### config.mk
export PLATFORM = sky130hd
export DESIGN_NAME = mspi
export DESIGN_NICKNAME = d
export VERILOG_FILES = /design/src/rtl/mspi.sv
export SDC_FILE = /design/constraint.sdc
export NUM_CORES = 1
export LEC_CHECK = 0
export CORE_MARGIN = 4
export CORE_UTILIZATION = 53
export DETAILED_ROUTE_END_ITERATION = 10
export PLACE_DENSITY = 0.91
export SLEW_MARGIN = 40
export SYNTH_ARGS = -nofsm -noshare
export SYNTH_HDL_FRONTEND = slang
export SYNTH_SLANG_ARGS = --single-unit
### constraint.sdc
create_clock -name i_clk -period 3 [get_ports i_clk]
set_clock_uncertainty 0.2 [all_clocks]
set_input_delay 0.75 -clock i_clk [delete_from_list [all_inputs] [get_ports i_clk]]
set_output_delay 0.75 -clock i_clk [all_outputs]
set_load 0.03 [all_outputs]
### src/rtl/mspi.sv
// Host-side serial bridge: Wishbone classic slave -> clk/mosi/miso frame to a remote WB slave.
// Optional wait-phase abort is compiled in with `define MSPI_TIMEOUT_EN.
module mspi #(
  parameter int unsigned HALF_PERIOD   = 8,
  parameter int unsigned TIMEOUT_SLOTS = 1024
) (
  input  logic        i_clk,
  input  logic        i_rst,
  input  logic        wb_cyc,
  input  logic        wb_stb,
  input  logic        wb_we,
  input  logic [23:0] wb_adr,
  input  logic [15:0] wb_i_dat,
  input  logic [1:0]  wb_sel,
  output logic [15:0] wb_o_dat,
  output logic        wb_ack,
  output logic        wb_err,
  output logic        spi_clk,
  output logic        spi_mosi,
  input  logic        spi_miso
);

  localparam logic [8:0] SlotLast  = 9'(2 * HALF_PERIOD - 1);
  localparam logic [8:0] HighStart = 9'(HALF_PERIOD);
  localparam logic [5:0] CmdLastRd = 6'd25;
  localparam logic [5:0] CmdLastWr = 6'd41;
  localparam logic [5:0] RdLast    = 6'd15;

  typedef enum logic [2:0] {StIdle, StCmd, StWait, StRdata, StResp, StDone} state_e;

  state_e      state_q, state_d;
  logic [8:0]  cnt_q, cnt_d;
  logic [5:0]  bit_q, bit_d;
  logic [41:0] shreg_q, shreg_d;
  logic        we_q, we_d;
  logic [15:0] rdata_q, rdata_d;
  logic        err_q, err_d;
  logic        clk_q, clk_d;
  logic        mosi_q, mosi_d;
  logic        miso_s1_q, miso_s2_q;
  logic        slot_end;
  logic        in_slot;

`ifdef MSPI_TIMEOUT_EN
  localparam int unsigned ToW = $clog2(TIMEOUT_SLOTS + 1);
  localparam logic [ToW-1:0] WaitLast = ToW'(TIMEOUT_SLOTS - 1);
  logic [ToW-1:0] wait_cnt_q, wait_cnt_d;
`else
  localparam int unsigned unused_timeout_slots = TIMEOUT_SLOTS;
`endif

  logic unused_sel;
  assign unused_sel = ^wb_sel;

  assign slot_end = (cnt_q == SlotLast);
  assign in_slot  = (state_q == StCmd) || (state_q == StWait) ||
                    (state_q == StRdata) || (state_q == StResp);

  always_comb begin
    state_d = state_q;
    cnt_d   = cnt_q;
    bit_d   = bit_q;
    shreg_d = shreg_q;
    we_d    = we_q;
    rdata_d = rdata_q;
    err_d   = err_q;
    mosi_d  = mosi_q;
    clk_d   = 1'b0;
`ifdef MSPI_TIMEOUT_EN
    wait_cnt_d = wait_cnt_q;
`endif

    // Phase counter runs only inside a slot; spi_clk is high for the second half.
    if (in_slot) begin
      cnt_d = slot_end ? 9'd0 : cnt_q + 9'd1;
      clk_d = !slot_end && ((cnt_q + 9'd1) >= HighStart);
    end

    unique case (state_q)
      StIdle: begin
        mosi_d = 1'b1;
        if (wb_cyc && wb_stb) begin
          state_d = StCmd;
          cnt_d   = 9'd0;
          bit_d   = 6'd0;
          shreg_d = {wb_i_dat, wb_we, wb_adr, 1'b0};
          we_d    = wb_we;
          err_d   = 1'b0;
          mosi_d  = 1'b0;
        end
      end
      StCmd: begin
        if (slot_end) begin
          shreg_d = {1'b0, shreg_q[41:1]};
          if (bit_q == (we_q ? CmdLastWr : CmdLastRd)) begin
            state_d = StWait;
            bit_d   = 6'd0;
            mosi_d  = 1'b1;
`ifdef MSPI_TIMEOUT_EN
            wait_cnt_d = '0;
`endif
          end else begin
            bit_d  = bit_q + 6'd1;
            mosi_d = shreg_q[1];
          end
        end
      end
      StWait: begin
        if (slot_end) begin
          if (!miso_s2_q) begin
            state_d = we_q ? StResp : StRdata;
            bit_d   = 6'd0;
          end
`ifdef MSPI_TIMEOUT_EN
          else if (wait_cnt_q == WaitLast) begin
            state_d = StDone;
            err_d   = 1'b1;
          end else begin
            wait_cnt_d = wait_cnt_q + ToW'(1);
          end
`endif
        end
      end
      StRdata: begin
        if (slot_end) begin
          rdata_d = {miso_s2_q, rdata_q[15:1]};
          if (bit_q == RdLast) begin
            state_d = StResp;
            bit_d   = 6'd0;
          end else begin
            bit_d = bit_q + 6'd1;
          end
        end
      end
      StResp: begin
        if (slot_end) begin
          err_d   = miso_s2_q;
          state_d = StDone;
        end
      end
      StDone: begin
        state_d = StIdle;
        mosi_d  = 1'b1;
      end
      default: state_d = StIdle;
    endcase
  end

  always_ff @(posedge i_clk) begin
    if (i_rst) begin
      state_q   <= StIdle;
      cnt_q     <= '0;
      bit_q     <= '0;
      shreg_q   <= '0;
      we_q      <= 1'b0;
      rdata_q   <= '0;
      err_q     <= 1'b0;
      clk_q     <= 1'b0;
      mosi_q    <= 1'b1;
      miso_s1_q <= 1'b1;
      miso_s2_q <= 1'b1;
`ifdef MSPI_TIMEOUT_EN
      wait_cnt_q <= '0;
`endif
    end else begin
      state_q   <= state_d;
      cnt_q     <= cnt_d;
      bit_q     <= bit_d;
      shreg_q   <= shreg_d;
      we_q      <= we_d;
      rdata_q   <= rdata_d;
      err_q     <= err_d;
      clk_q     <= clk_d;
      mosi_q    <= mosi_d;
      miso_s1_q <= spi_miso;
      miso_s2_q <= miso_s1_q;
`ifdef MSPI_TIMEOUT_EN
      wait_cnt_q <= wait_cnt_d;
`endif
    end
  end

  // Completion is suppressed when the master abandoned the cycle mid-frame.
  assign wb_ack   = (state_q == StDone) && wb_cyc && !err_q;
  assign wb_err   = (state_q == StDone) && wb_cyc && err_q;
  assign wb_o_dat = (wb_ack && !we_q) ? rdata_q : 16'h0000;
  assign spi_clk  = clk_q;
  assign spi_mosi = mosi_q;

endmodule

==> results by group, run 1 <==
Run status
  – Outcome: finished, final reports clean

Route
  – DRC viols: 0
  – Antenna Nets Post-Route: 0
  – Vias per cell: 5.673
  – Wirelength per Cell: 14.37 um
  – Final WL: 8.495 mm
  – Initial DRC count: between 150 and 200
  – First-pass DRT Iterations: 4
  – Via Count: 3353

Floorplan
  – Die ar.: 8699 um2
  – Core region area: 6944 um2
  – Site Rows: 30
  – I/O pins: 68
  – Die height: 93.27 um
  – Initial Util: 0.5550
  – Die width: a little over 90 um

Setup path
  – Worst setup path class: register to primary output
  – R2R Setup Slk: 0.62 ns
  – Stages on worst setup path: 7
  – Crit path max-delay family: simple AND/OR/NAND/NOR gates
  – R2R depth: 6
  – R2r endpoint: bit_q[2]
  – Crit path max fanout: 8
  – Crit path largest cell delay: 0.34 ns
  – Critical Path AT: between 1.5 and 2 ns
  – Crit path required time: roughly 2.1 ns
  – Crit path from: state_q[0]
  – CP Launch Type: register
  – Endpoint type of the worst setup path: primary output
  – CP max stage cell: dfxtp_1
  – Reg2reg start: cnt_q[0]
  – Critical path buffers and inverters: 3
  – Cells along the critical path: inv_1 > nor2_1 > nand3_2 > nor3_4 > buf_6 > and2_1 > buf_6
  – Cell mode on critical path: buf_6

Power and ir drop
  – PwrDens: ~480 nW/um2
  – Switch share: 0.2349
  – Logic pwr share: 0.114
  – Register share of total power: 0.496
  – Maximum VDD drop: 0.2929 mV
  – Switching pwr: 0.5444 mW
  – Leakage: 1.698 nW
  – Power Total: 2.318 mW
  – Internal power: 1.773 mW
  – Clk pwr share: 0.389

GRT
  – First-pass GRT wire length: 14.48 mm
  – Overflow left after global routing: 0
  – Gr usage total: 0.2035
  – Largest net degree at the start of global routing: 83
  – Initial antenna violation count: 0
  – Vias in the first global route: 3289

Placed design
  – Placed wire-length estimate: 5.822 mm
  – Placed cell areas: 4581 um2
  – Pre-CTS setup slack: -0.01619 ns
  – Global placement routability congestion: 0.8691
  – Dpl cells: 574
  – Port Buffers: 65

Job
  – Maxcap violations: 0

Timing
  – Slew @ Worst Pin: around 0.7 ns
  – # setup viols final: 0
  – Post-route setup slack: 0.1599 ns
  – Hold Slack: 0.2399 ns
  – Peak Freq: 352.1 MHz
  – Final Max Tran Viols: 0
  – Minimum clock period: 2.840 ns
  – Setup_tns: 0 ns
  – Final Hold Vio Count: 0
  – Period utilisation layout: 0.9467
  – RSZ-0062 raised after global routing: false
  – Worst slew margin: 0.5321

Layout
  – Final net count: 542
  – ANT cells: 0
  – Non-filler cells in the finished layout: 591
  – Share of post-route cells with drive strength above 1: 0.1293
  – FILL cells: 509
  – Layout area overhead: 25.78%
  – FF+latch area: 1622 um2
  – Area of the multi-input gates: about 2100 um2
  – Fin area: just under 5000 um2
  – Fin util: 0.6980

Yosys
  – Ys Warns: 0
  – Mean post-synth cell area: 8.941 um2
  – Post-Synthesis Cells: 431
  – Unique masters post-synth: 46
  – Syn_nets: 483
  – Most common cell in the netlist: dfxtp_1
  – Mapped Area: 3854 um2
  – Biggest area consumer among synthesized cells: dfxtp_1
  – FF+latch count, synth: slightly above 80
  – Sequential share of the synthesized area: 0.4208
  – Synth cell count leaders: dfxtp_1 (81), nor2_1 (77), mux2i_1 (58)
  – Top cell type's share of synthesized area: 0.4208
  – Largest cells by area after synthesis: dfxtp_1 (42%), mux2i_1 (15%), a211oi_1 (8.4%), nor2_1 (7.5%), and2_1 (2.8%)
  – Async set-or-reset flop fraction in the synthesized netlist: 0
  – Ys flop type: dfxtp_1
  – Number of synthesized flops with an enable pin: 0

Clock tree
  – Sink Count: 81
  – Setup bufs post-CTS: 0
  – Root buffer cell: clkbuf_8
  – Cts hold-fix bufs: 0
  – TritonCTS clock tree: done
  – CTS max path bufs: 2
  – # H-tree levels: 3
  – Cts bufs inserted: 9
  – Reg clk slew, reported paths: approximately 0.080 ns
  – Clock latency on the worst-skew pair: 0.35 ns

Min path
  – Worst Hold Class: register to register
  – Hold wc startpoint: miso_s1_q
  – Hold Crit Depth: 1
  – Min-Delay Endpoint: miso_s2_q
## layer usage
layer | vias up | GRT usage | wire length, um
met5 | - | 0 | 0
met4 | 0 | 0.06838 | 99
met3 | 11 | 0.05632 | 532
met2 | 98 | 0.3544 | 4283
met1 | 1577 | 0.2399 | 3581
li1 | 1667 | - | -
## kinds of logic after synthesis
family | share of synthesized area
simple gates | 0.2023
compound gates | 0.1682
flops | 0.4208
mux | 0.1507
buf+inv | 0.04285
fa+ha+maj | 0.01299
xor+xnor | 0.002273
## placed cells by master (no fill, tap or decap), types with 8 or more instances in the layout
cell,instances
clkbuf_8,11
nor2_1,77
and2_1,17
nand3_1,13
mux2i_1,58
dfxtp_1,81
inv_1,8
nand2_1,11
clkdlybuf4s50_1,45
a21oi_1,15
o21ai_0,12
buf_4,26
a211oi_1,43
## registers in the layout, indices dropped and copies added, names as in the netlist, 3 cells and up
signal,flops
rdata_q,16
bit_q,6
shreg_q,41
cnt_q,9
state_q,3
## power groups by stage
stage / registers, mW / logic, mW / clock network [mW]
6_report: 1.15 / 0.265 / 0.902
5_1_grt: 1.16 / 0.293 / 0.964
4_1_cts: 1.15 / 0.266 / 0.917
3_5_place_dp: 1.17 / 0.264 / 0
3_3_place_gp: 1.17 / 0.254 / 0
2_1_floorplan: 1.17 / 0.162 / 0
## worst register-to-register path, delay by kind of cell, from the launching register on
family | cells | cell delay [ns]
simple gates | 2 | 0.43
flops | 1 | 0.41
mux | 1 | 0.11
fa+ha+maj | 1 | 0.21
compound gates | 2 | 0.91
## cell type report
| cell class | count | share of cell area |
|---|---|---|
| Sequential cell | 81 | 0.3345 |
| Inverter | 8 | 0.006195 |
| Clock buffer | 12 | 0.03201 |
| Tap cell | 96 | 0.02478 |
| Multi-Input combinational cell | 311 | 0.4337 |
| Clock inverter | 4 | 0.01523 |
| Timing Repair Buffer | 79 | 0.1536 |
## repair_timing
| item | in CTS | in global routing |
|---|---|---|
| endpoints found under the hold margin | 0 | 0 |
| endpoints found under the setup margin | 9 | 0 |
| gates resized for setup | 10 | 0 |
## how the worst max path moves through the flow
stage / end
after floorplan: wb_o_dat[10]
after global placement: wb_o_dat[11]
after detailed placement: wb_o_dat[11]
after CTS: wb_o_dat[11]
after global routing: wb_o_dat[15]
final: wb_o_dat[11]
(Power assumes the default switching activity.)
==> inputs of run 2 (changes only) <==
- CORE_UTILIZATION: 53 -> 30
- PLACE_DENSITY: 0.91 -> 0.61
==> run 2 against run 1 <==
  * Clock-buffer cell count down 2
  * Worst setup slack better by 0.11 ns
  * Sequential share of layout area down 1.2 points
  * Final cell count up 13%
  * Largest power group unchanged
  * Wire length down 0.81%
  * Via count down 3.8%
  * Hold slack worse by 0.022 ns
  * Core utilization down 30 points
  * Critical path depth unchanged
  * Final area up 3.8%
  * Global-route usage down 8.3 points
==> results by group, run 2 (synthesized netlist as in run 1, its figures left out) <==
Route
  – First-pass DRT Iterations: 4 (unchanged)
  – Vias per cell: 4.837 (-15%)
  – Final WL: 8.426 mm (-0.81%)
  – Initial DRC count: 225 (+20%)
  – DRC viols: 0 (unchanged)
  – Wirelength per Cell: 12.63 um (-12%)
  – Via Count: 3226 (-3.8%)
  – Antenna Nets Post-Route: 0 (unchanged)

Clock tree
  – TritonCTS clock tree: done
  – Root buffer cell: clkbuf_16
  – Sink Count: 81 (unchanged)
  – Reg clk slew, reported paths: 0.06 ns (-0.02 ns)
  – # H-tree levels: 3 (unchanged)
  – Cts bufs inserted: 9 (unchanged)
  – CTS max path bufs: 2 (unchanged)
  – Clock latency on the worst-skew pair: 0.33 ns (-0.02 ns)

Setup path
  – Reg2reg start: we_q
  – R2r endpoint: state_q[1]
  – Crit path max fanout: 8 (unchanged)
  – Crit path required time: 2.05 ns (about the same)
  – R2R depth: 5 (-1)
  – Critical Path AT: 1.78 ns (-0.11 ns)
  – Endpoint type of the worst setup path: primary output
  – CP Launch Type: register
  – Worst setup path class: register to primary output
  – R2R Setup Slk: 0.64 ns (+0.02 ns)

Floorplan
  – Initial Util: 0.3054 (-0.2496)
  – Die height: 121.3 um (+30%)
  – Die width: 121.3 um (+30%)
  – Site Rows: 41 (+37%)
  – Core region area: 12620 um2 (+82%)
  – I/O pins: 68 (unchanged)
  – Die ar.: 14720 um2 (+69%)

Power and ir drop
  – Clk pwr share: 0.447 (+0.058)
  – Maximum VDD drop: 0.2373 mV (-19%)
  – Switch share: 0.2251 (-0.009803)
  – Leakage: 1.743 nW (+2.6%)
  – Logic pwr share: 0.104 (-0.010)
  – Internal power: 1.986 mW (+12%)
  – PwrDens: 509.2 nW/um2 (+6.5%)
  – Power Total: 2.563 mW (+11%)
  – Switching pwr: 0.5769 mW (+6.0%)
  – Register share of total power: 0.449 (-0.047)

Layout
  – ANT cells: 0 (unchanged)
  – Fin area: 5034 um2 (+3.8%)
  – FF+latch area: 1622 um2 (unchanged)
  – Largest regs: shreg_q x41, rdata_q x16, cnt_q x9
  – Commonest non-fill, non-tap cell in the layout: dfxtp_1
  – Area of the multi-input gates: 2102 um2 (unchanged)
  – Number of flip-flops in the largest register: 41 (unchanged)
  – Largest register by flop count: shreg_q
  – FILL cells: 1309 (+160%)
  – Highest-count cells in the layout ignoring fill and taps: dfxtp_1 (81), nor2_1 (77), mux2i_1 (58)
  – Layout area overhead: 30.62%
  – Share of post-route cells with drive strength above 1: 0.1293 (unchanged)
  – Final net count: 542 (unchanged)

Min path
  – Min-Delay Endpoint: miso_s2_q
  – Worst Hold Class: register to register
  – Hold Crit Depth: 1 (unchanged)
  – Hold wc startpoint: miso_s1_q

Timing
  – Post-route setup slack: 0.2655 ns (+0.1056 ns)
  – Minimum clock period: 2.735 ns (-0.1056 ns)
  – Final Max Tran Viols: 0 (unchanged)
  – # setup viols final: 0 (unchanged)
  – Period utilisation layout: 0.9115 (-0.03520)
  – RSZ-0062 raised after global routing: false
  – Slew @ Worst Pin: 0.6457 ns (-0.05197 ns)
  – Setup_tns: 0 ns (unchanged)
  – Peak Freq: 365.7 MHz (+3.9%)
  – Worst slew margin: 0.5670 (+0.03486)
  – Hold Slack: 0.2177 ns (-0.02214 ns)
  – Final Hold Vio Count: 0 (unchanged)

GRT
  – Largest net degree at the start of global routing: 47 (-43%)
  – First-pass GRT wire length: 14.59 mm (+0.76%)
  – Vias in the first global route: 3177 (-3.4%)
  – Initial antenna violation count: 0 (unchanged)
  – Gr usage total: 0.1204 (-0.08312)
  – Overflow left after global routing: 0 (unchanged)

Placed design
  – Global placement routability congestion: 0.7900 (-9.1%)
  – Port Buffers: 65 (unchanged)
  – Placed wire-length estimate: 5.783 mm (-0.67%)
  – Pre-CTS setup slack: 0.03446 ns (+0.05065 ns)
  – Placed cell areas: 4688 um2 (+2.3%)

Run status
  – Outcome: finished, final reports clean

Job
  – Maxcap violations: 0 (unchanged)
[run 2: metrics by stage]
stage          std cells  utilization
3_5_place_dp         650       0.3715
4_1_cts              666       0.3962
5_1_grt              667       0.3989
2_1_floorplan        431            -
3_3_place_gp         650       0.3711
6_report             667       0.3989
[run 2: timing repair]
action,in CTS,in global routing
endpoints found under the hold margin,0,0
resized for setup,0,8
hold buffers,0,0
buffers inserted,0,0
endpoints found under the setup margin,0,16
[run 2: metal layers]
| metal | vias up | share of wire | global-route usage |
|---|---|---|---|
| met5 | - | 0 | 0 |
| met4 | 0 | 0.014 | 0.03992 |
| met3 | 10 | 0.035 | 0.03217 |
| met2 | 58 | 0.48 | 0.1979 |
| met1 | 1487 | 0.48 | 0.1529 |
| li1 | 1671 | - | - |
[run 2: area by class of cell]
type                    instances  share of cell area
clock inverters                 6             0.01641
repair buffers                 79              0.1496
multi-input cells             311              0.4176
well taps                     172             0.04275
flip-flops and latches         81              0.3221
inverters                       8            0.005966
clock buffers                  10             0.04549
[run 2: power by group through the flow]
stage	Sequential [mW]	Clock, mW	Combinational, mW
floorplan	1.17	0	0.162
global placement	1.17	0	0.265
detailed placement	1.17	0	0.272
CTS	1.15	1.19	0.272
global route	1.16	1.24	0.299
finish	1.15	1.15	0.267
[run 2: worst max-delay path by stage]
stage / from / slack, ns / endpoint
floorplan: state_q[1] / 0.32 / wb_o_dat[10]
global placement: wb_cyc / 0.05 / wb_o_dat[12]
detailed placement: wb_cyc / 0.03 / wb_o_dat[12]
CTS: wb_cyc / 0.02 / wb_o_dat[12]
global route: state_q[0] / 0.13 / wb_o_dat[11]
finish: state_q[0] / 0.27 / wb_o_dat[12]
[run 2: critical path: stages, from the launching register on]
cell,delay [ns]
dfxtp_1,0.33
inv_1,0.11
nor2_1,0.19
nand3_2,0.13
nor3_4,0.25
buf_6,0.15
and2_1,0.13
buf_4,0.16
==> inputs of run 3 (changes only) <==
- clock period: 3 -> 3.34 ns (I/O delays scaled with it)
==> run 3 against run 2 <==
  * Power fell by 11%
  * Via count is 0.93% lower
  * Combinational power is 12% lower
  * Global-route usage grew 0.14 points
  * Worst setup slack worse by 0.054 ns
  * Sequential share of layout area increased by 0.46 points
  * Hold slack lost 0.0010 ns
  * Clock-buffer cell count grew 4
  * Core utilization fell by 0.57 points
  * Critical path type is now primary input to primary output
==> results by group, run 3 (synthesized netlist as in run 1, its figures left out) <==
Run status
  – Outcome: finished, final reports clean

Layout
  – FILL cells: 1329 (+1.5%)
  – Share of post-route cells with drive strength above 1: 0.1161 (-0.01320)
  – Number of flip-flops in the largest register: 41 (unchanged)
  – Layout area overhead: 28.77%
  – Largest regs: shreg_q x41, rdata_q x16, cnt_q x9
  – Fin util: 0.3932 (-0.005652)
  – Fin area: 4962 um2 (-1.4%)
  – Highest-count cells in the layout ignoring fill and taps: dfxtp_1 (81), nor2_1 (77), mux2i_1 (58)
  – FF+latch area: 1622 um2 (unchanged)
  – Commonest non-fill, non-tap cell in the layout: dfxtp_1
  – Final net count: 538 (-0.74%)
  – Non-filler cells in the finished layout: 663 (-0.60%)
  – Largest register by flop count: shreg_q
  – Area of the multi-input gates: 2086 um2 (-0.77%)
  – ANT cells: 0 (unchanged)

Power and ir drop
  – Register share of total power: 0.453 (+0.004)
  – Clk pwr share: 0.444 (-0.003)
  – Switch share: 0.2245 (-0.0005812)
  – Switching pwr: 0.5125 mW (-11%)
  – Leakage: 1.709 nW (-1.9%)
  – PwrDens: 460.0 nW/um2 (-9.7%)
  – Maximum VDD drop: 0.2418 mV (+1.9%)
  – Logic pwr share: 0.103 (about the same)
  – Internal power: 1.770 mW (-11%)

Setup path
  – Critical Path AT: 2.09 ns (+0.31 ns)
  – CP Launch Type: primary input
  – Worst setup path class: primary input to primary output
  – Endpoint type of the worst setup path: primary output
  – Crit path largest cell delay: 0.50 ns (+0.17 ns)
  – Cell mode on critical path: buf_4
  – Crit path max fanout: 16 (+8)
  – Crit path required time: 2.30 ns (+0.25 ns)
  – Cells along the critical path: clkdlybuf4s50_1 > nand3_1 > nor3_1 > buf_4 > and2_1 > buf_4
  – CP max stage cell: clkdlybuf4s50_1

GRT
  – Largest net degree at the start of global routing: 83 (+77%)
  – First-pass GRT wire length: 14.32 mm (-1.8%)
  – Overflow left after global routing: 0 (unchanged)
  – Initial antenna violation count: 0 (unchanged)
  – Vias in the first global route: 3060 (-3.7%)
  – Gr usage total: 0.1218 (+0.001396)

Timing
  – Worst slew margin: 0.5559 (-0.01108)
  – Minimum clock period: 3.129 ns
  – Final Hold Vio Count: 0 (unchanged)
  – Slew @ Worst Pin: 0.6662 ns (+0.02050 ns)
  – Final Max Tran Viols: 0 (unchanged)
  – Setup_tns: 0 ns (unchanged)
  – # setup viols final: 0 (unchanged)
  – RSZ-0062 raised after global routing: false
  – Period utilisation layout: 0.9368
  – Peak Freq: roughly 320 MHz

Floorplan
  – Core region area: 12620 um2 (unchanged)
  – Initial Util: 0.3054 (unchanged)
  – I/O pins: 68 (unchanged)
  – Die ar.: 14720 um2 (unchanged)
  – Die width: 121.3 um (unchanged)
  – Die height: 121.3 um (unchanged)
  – Site Rows: 41 (unchanged)

Route
  – First-pass DRT Iterations: 4 (unchanged)
  – Wirelength per Cell: 12.65 um (+0.16%)
  – Antenna Nets Post-Route: 0 (unchanged)
  – DRC viols: 0 (unchanged)
  – Via Count: 3196 (-0.93%)
  – Final WL: 8.389 mm (-0.44%)
  – Initial DRC count: 146 (-35%)
  – Vias per cell: 4.821 (-0.33%)

Job
  – Maxcap violations: 0 (unchanged)

Clock tree
  – Setup bufs post-CTS: 0 (unchanged)
  – Root buffer cell: clkbuf_16
  – Reg clk slew, reported paths: 0.06 ns (about the same)
  – CTS max path bufs: 2 (unchanged)
  – # H-tree levels: 3 (unchanged)
  – PostCTS Resize Cnt: 0 (unchanged)
  – Cts hold-fix bufs: 0 (unchanged)
  – TritonCTS clock tree: done
  – Clock latency on the worst-skew pair: 0.33 ns (about the same)
  – Sink Count: 81 (unchanged)
  – Cts bufs inserted: 9 (unchanged)

Placed design
  – Port Buffers: 65 (unchanged)
  – Dpl cells: 647 (-0.46%)
  – Placed cell areas: 4653 um2 (-0.75%)
  – Placed wire-length estimate: 5.674 mm (-1.9%)
  – Global placement routability congestion: 0.7553 (-4.4%)

Min path
  – Worst Hold Class: register to register
-- run 3: critical path, delay by kind of cell --
| family | cells | cell delay (ns) |
|---|---|---|
| simple gates | 3 | 0.41 |
| buf+inv | 3 | 0.85 |
-- run 3: metrics by stage --
| stage | setup slack (ns) | hold slack [ns] | total power [mW] |
|---|---|---|---|
| global route | 0.1228 | 0.2357 | 2.398 |
| detailed placement | 0.2059 | 0.2018 | 1.293 |
| global placement | 0.2237 | 0.2010 | 1.285 |
| finish | 0.2112 | 0.2167 | 2.283 |
| CTS | 0.1986 | 0.2154 | 2.329 |
| floorplan | 0.5060 | 0.1895 | 1.195 |
-- run 3: final cells by class --
class / instances / share of cell area
Multi-Input combinational cell: 311 / 0.4203
Sequential cell: 81 / 0.3268
Timing Repair Buffer: 75 / 0.1412
Clock buffer: 14 / 0.05522
Tap cell: 172 / 0.04337
Clock inverter: 2 / 0.007060
Inverter: 8 / 0.006051
-- run 3: per-layer routing --
| metal | GRT usage | vias up | share of wire |
|---|---|---|---|
| met2 | 0.1969 | 66 | 0.47 |
| met1 | 0.1492 | 1460 | 0.47 |
| met3 | 0.04755 | 6 | 0.050 |
| met5 | 0 | - | 0 |
| li1 | - | 1664 | - |
| met4 | 0.03782 | 0 | 0.011 |
-- run 3: power groups by stage --
stage	clock network (mW)	registers [mW]	logic (mW)
floorplan	0	1.05	0.146
global placement	0	1.05	0.232
detailed placement	0	1.05	0.238
CTS	1.06	1.03	0.239
global route	1.09	1.04	0.265
finish	1.01	1.03	0.235
-- run 3: final timing paths --
path	startpoint	to	slack [ns]	cells after the start
min	miso_s1_q	miso_s2_q	0.22	1
max reg2reg	state_q[1]	state_q[1]	0.97	5
max	wb_cyc	wb_o_dat[11]	0.21	6
min reg2reg	miso_s1_q	miso_s2_q	0.22	1
==> RTL edit 1: new RTL, settings of run 2 <==
Build with the macro `MSPI_TIMEOUT_EN` defined.
--- a/src/rtl/mspi.sv
+++ b/src/rtl/mspi.sv
@@ -1,5 +1,7 @@
 // Host-side serial bridge: Wishbone classic slave -> clk/mosi/miso frame to a remote WB slave.
 // Optional wait-phase abort is compiled in with `define MSPI_TIMEOUT_EN.
+`define MSPI_TIMEOUT_EN
+
 module mspi #(
   parameter int unsigned HALF_PERIOD   = 8,
   parameter int unsigned TIMEOUT_SLOTS = 1024
Formal check against the unedited RTL: no difference found for any inputs over 10 cycles, from zero or initial values and one cycle with i_rst high; that may be too few to reach the edited logic, so the function may still have changed.
==> RTL edit 1 against run 2 <==
Synthesized cell count up 17%. Synthesized area up 16%. Routed wire length up 23%. Hold slack worse by 5.3 ps. Global-route usage up 0.65 points. Cell area up 13%. Sequential cell count up 11. Setup slack worse by 130 ps. Register-to-register slack worse by 140 ps.
Power is not compared: it rests on default switching activity, and its combinational part moved more than twofold at a synthesized area within 25%.
==> RTL edit 1: results (changes against run 2) <==
The flow ran to the end, and the final reports show no timing, DRC or antenna violations. The final layout net count was 616 (+14%); the switching fraction of total power was 0.313. The non-clock inverter instance count of the final layout is 4 (-4), and the cell count of the worst reg-to-reg path is 5 (unchanged). The final-layout non-clock buffer area share works out to 0.139 (-0.0107). The logs give 7300 um (+26%) for the detailed placer's ending HPWL and 212 ps (-5.27 ps) for the worst hold-check slack. The count of clock buffers in the final design was 11 (+1); the delay of the slowest cell on the worst path was 610 ps (+280 ps). For the total routed wirelength, the log shows 10400 um (+23%). The end of the worst register-to-register path is wait_cnt_q[8]. For the number of flip-flops and latches, the log shows 92 (+14%).

The timing endpoint of the critical path was wb_o_dat[9]. The largest registers in the layout are shreg_q (41), rdata_q (16), wait_cnt_q (11). For the minimum setup slack among reg-to-reg paths, the log shows 500 ps (-140 ps).

The fraction of synthesized cell area taken by the top area cell type is 0.413 (-0.00741), and the starting DRC count in detailed routing is 177 (-21%). The multi-input combinational gate total was 373 (+20%). The largest fanout on the critical path was 13 (+5). Worst ir drop on vdd: 300 uV. Yosys attributes the largest share of cell area to sky130_fd_sc_hd__dfxtp_1 (41%), sky130_fd_sc_hd__mux2i_1 (13%), sky130_fd_sc_hd__a211oi_1 (7.2%), sky130_fd_sc_hd__nor2_1 (6.9%), sky130_fd_sc_hd__and2_1 (2.7%).

The run gives 350 ps (+20 ps) as the insertion delay of the later-clocked pin in the worst-skew pair. The type of element launching the critical path is a flip-flop. The tools report the global-route track usage on met3 as 0.0418 (+0.00958). The sequential cell area fraction in the yosys report is 0.413 (-0.00741).

The run gives 17500 um (+20%) as the wire length of the first global-routing pass. The commonest cells after synthesis are sky130_fd_sc_hd__dfxtp_1 (92), sky130_fd_sc_hd__nor2_1 (82), sky130_fd_sc_hd__mux2i_1 (58), sky130_fd_sc_hd__a211oi_1 (43), sky130_fd_sc_hd__clkbuf_1 (23). The slew at the pin closest to its max-slew limit was 808 ps (+163 ps); the post-synth net total was 557 (+15%). The run gives 0 (unchanged) as the count of yosys warnings during synthesis. The routability-driven placement congestion ratio was 0.765 (-3.2%); the clock-cell share of area was 0.0590 (-0.00289). The cell depth of the worst hold path came out at 1 (unchanged).

The share of layout cells above drive strength 1 is 0.125 (-0.00429), and the met1 demand-to-capacity share in global routing is 0.159 (+0.00624). The detailed-routing iteration count for the pre-antenna-repair pass came out at 4 (unchanged). For the routing usage on met2, the log shows 0.204 (+0.00559). The maximum number of pins on one net before global-route repair was 44 (-6.4%); the total of buffers placed on input and output ports was 65 (unchanged). The total placed instance area was 5280 um2 (+13%). The final instance area was 5680 um2 (+13%); the arrival time reported for the critical path endpoint was 1910 ps (+130 ps). The number of inserted filler cells in the final layout was 1486 (+14%); the count of buffers not belonging to the clock network in the layout was 83 (+5.1%). The worst register-to-register path begins at state_q[0].

The multi-input gate share of the layout cell area was 0.435 (+0.0172). The distinct cell type count after synthesis was 52 (+13%). The tools report the register area as 1840 um2 (+14%). The mean number of vias per cell works out to 5.12 (+5.8%).

The number of global-route vias before repair is 3674 (+16%), and the global routing usage summed across all routing layers is 0.127 (+0.00647).
==> RTL edit 1: changes by cell type after synthesis, moves of 5 or more <==
cell,change
sky130_fd_sc_hd__xnor2_1,+6
sky130_fd_sc_hd__nand4_1,+6
sky130_fd_sc_hd__o21ai_0,+8
sky130_fd_sc_hd__and3_1,+7
sky130_fd_sc_hd__nor2b_1,+5
sky130_fd_sc_hd__nand3_1,-5
sky130_fd_sc_hd__dfxtp_1,+11
sky130_fd_sc_hd__a21oi_1,+5
sky130_fd_sc_hd__buf_2,+6
sky130_fd_sc_hd__nand2_1,+5
sky130_fd_sc_hd__nor2_1,+5
==> RTL edit 1: logic make-up (layout without fill, tap and decap cells) <==
kind of cell	Yosys count	in the layout	share of synthesized area
multiplexers	58	58	0.130
AO/OA/AOI/OAI	107	107	0.165
flip-flops	92	92	0.413
adder cells (fa/ha/maj)	5	5	0.0140
AND/OR/NAND/NOR	193	193	0.220
XOR/XNOR	10	10	0.0197
buffers and inverters	39	103	0.0379
==> RTL edit 1: through the flow <==
| step | cells | utilization | worst slack, ps |
|---|---|---|---|
| after floorplan | 504 | - | 292 |
| after global placement | 734 | 0.363 | 50.6 |
| after detailed placement | 734 | 0.363 | -4.87 |
| after CTS | 752 | 0.391 | 149 |
| after global routing | 752 | 0.391 | 38.1 |
| final | 752 | 0.391 | 139 |
==> RTL edit 1: metal layers <==
layer  up-vias  routed length, um
met3        15                490
met5         -                  0
met1      1812               4780
li1       1946                  -
met4         0                148
met2        74               4940
==> RTL edit 1: timing repair <==
item	in CTS	in global routing
setup buffers	1	0
gates resized for setup	20	0
endpoints found under the setup margin	2	0
==> RTL edit 2: new RTL, config.mk and constraints of run 2 <==
Without the edit above. The 6 states of `state_e` get a Gray code encoding in 3 bits.
--- a/src/rtl/mspi.sv
+++ b/src/rtl/mspi.sv
@@ -26,7 +26,7 @@
   localparam logic [5:0] CmdLastWr = 6'd41;
   localparam logic [5:0] RdLast    = 6'd15;
 
-  typedef enum logic [2:0] {StIdle, StCmd, StWait, StRdata, StResp, StDone} state_e;
+  typedef enum logic [2:0] {StIdle = 3'b000, StCmd = 3'b001, StWait = 3'b011, StRdata = 3'b010, StResp = 3'b110, StDone = 3'b111} state_e;
 
   state_e      state_q, state_d;
   logic [8:0]  cnt_q, cnt_d;
Behaviour: same outputs for any inputs over 10 cycles, from zero or initial values and one cycle with i_rst high; not proved beyond that.
==> RTL edit 2 against run 2 <==
Highest routed layer unchanged. Synthesized area shrank 2.8%. Routed wire length grew 5.8%. Cell area shrank 3.3%. Non-clock buffer count grew 2. Sequential cell count is the same. Sequential share of layout area grew 1.1 points. Setup slack lost 130 ps. Power grew 0.36%. Synthesized cell count grew 14%. Register-to-register slack lost 30 ps.
==> RTL edit 2: results (changes against run 2) <==
The tools report the starting DRC count in detailed routing as 215 (-4.4%). The run gives 4320 um (+8.0%) as the total routed wire length on the met1 layer. Cell count of the worst reg-to-reg path: 7 (+2). The distinct cell type count after synthesis came out at 41 (-11%). The number of placed instances, taps included came out at 701 (+7.8%).

In this run the critical register-to-register path is captured at bit_q[1]. The multiplexer share of the synthesized area was 0 (-0.151); the leakage power figure was 1.73 nW (-0.88%). The number of inserted filler cells in the final layout is 1281 (-2.1%). The area of combinational cells with multiple inputs was 1970 um2 (-6.5%); the overall via count from detail_route was 3537 (+9.6%). The logs give 54 (+15%) for the maximum number of pins on one net before global-route repair and 1920 ps (+140 ps) for the arrival time reported for the critical path endpoint.

The wire length of the first global-routing pass was 15300 um (+4.8%). The global routing usage summed across all routing layers was 0.126 (+0.00574); the compound-gate portion of the synthesized area was 0.197 (+0.0286). The largest individual stage delay along the critical path comes from the cell sky130_fd_sc_hd__nor3_2. The detailed-routed wire length on met3 came out at 539 um (+80%). Post-synthesis share of cell area spent on full adders, half adders and majority gates: 0.0100 (-0.00296).

The total placed instance area is 4530 um2 (-3.5%). The critical path starts at wb_cyc. The slew at the pin closest to its max-slew limit was 589 ps (-57.1 ps); the delay of the slowest cell on the worst path was 300 ps (-30 ps). The logs give 6210 um (+7.3%) for the detailed placer's ending HPWL and 720 (+7.9%) for the count of non-filler cells in the finished layout.

The xor-xnor portion of the synthesized cell area was 0.00936 (+0.00708). The share of layout cells above drive strength 1 is 0.112 (-0.0170), and the worst ir drop on vdd is 239 uV (+0.68%). For the routability-driven placement congestion ratio, the log shows 0.825 (+4.4%). Sorting the synthesized cells by how often they occur yields sky130_fd_sc_hd__nand2_1 (131), sky130_fd_sc_hd__dfxtp_1 (81), sky130_fd_sc_hd__nor2_1 (57), sky130_fd_sc_hd__a311oi_1 (42), sky130_fd_sc_hd__a21oi_1 (31). The total routed wirelength was 8920 um (+5.8%); the worst hold-check slack was 212 ps (-5.80 ps). Yosys attributes the largest share of cell area to sky130_fd_sc_hd__dfxtp_1 (43%), sky130_fd_sc_hd__nand2_1 (13%), sky130_fd_sc_hd__a311oi_1 (9.8%), sky130_fd_sc_hd__nor2_1 (5.7%), sky130_fd_sc_hd__a21oi_1 (4.1%).

The run finished with clean final reports.
-- RTL edit 2: changes by cell type in the layout (fill, tap and decap cells not counted), sizes merged, moves of 3 or more --
cell	before	now
a211oi	44	2
a21oi	15	31
a311oi	1	42
a31oi	3	7
mux2i	58	0
nand2	11	131
nand2b	3	0
nor2	77	57
o21ai	12	9
-- RTL edit 2: final cells by class --
class                           instances  share of cell area
Clock buffer                           11              0.0519
Clock inverter                          5             0.00617
Inverter                                6             0.00463
Multi-Input combinational cell        368               0.404
Sequential cell                        81               0.334
Tap cell                              168              0.0432
Timing Repair Buffer                   81               0.157
-- RTL edit 2: layer usage --
layer  global-route usage  vias to the layer above
met5                    0                        -
met4               0.0315                        0
met3               0.0419                        5
met2                0.199                       85
met1                0.167                     1615
li1                     -                     1832
-- RTL edit 2: what timing repair did --
action,4_1_cts,5_1_grt
hold buffers,0,0
pin swaps,1,0
gates resized for setup,12,1
buffers inserted,2,0
gates cloned,1,0
endpoints found under the setup margin,16,11
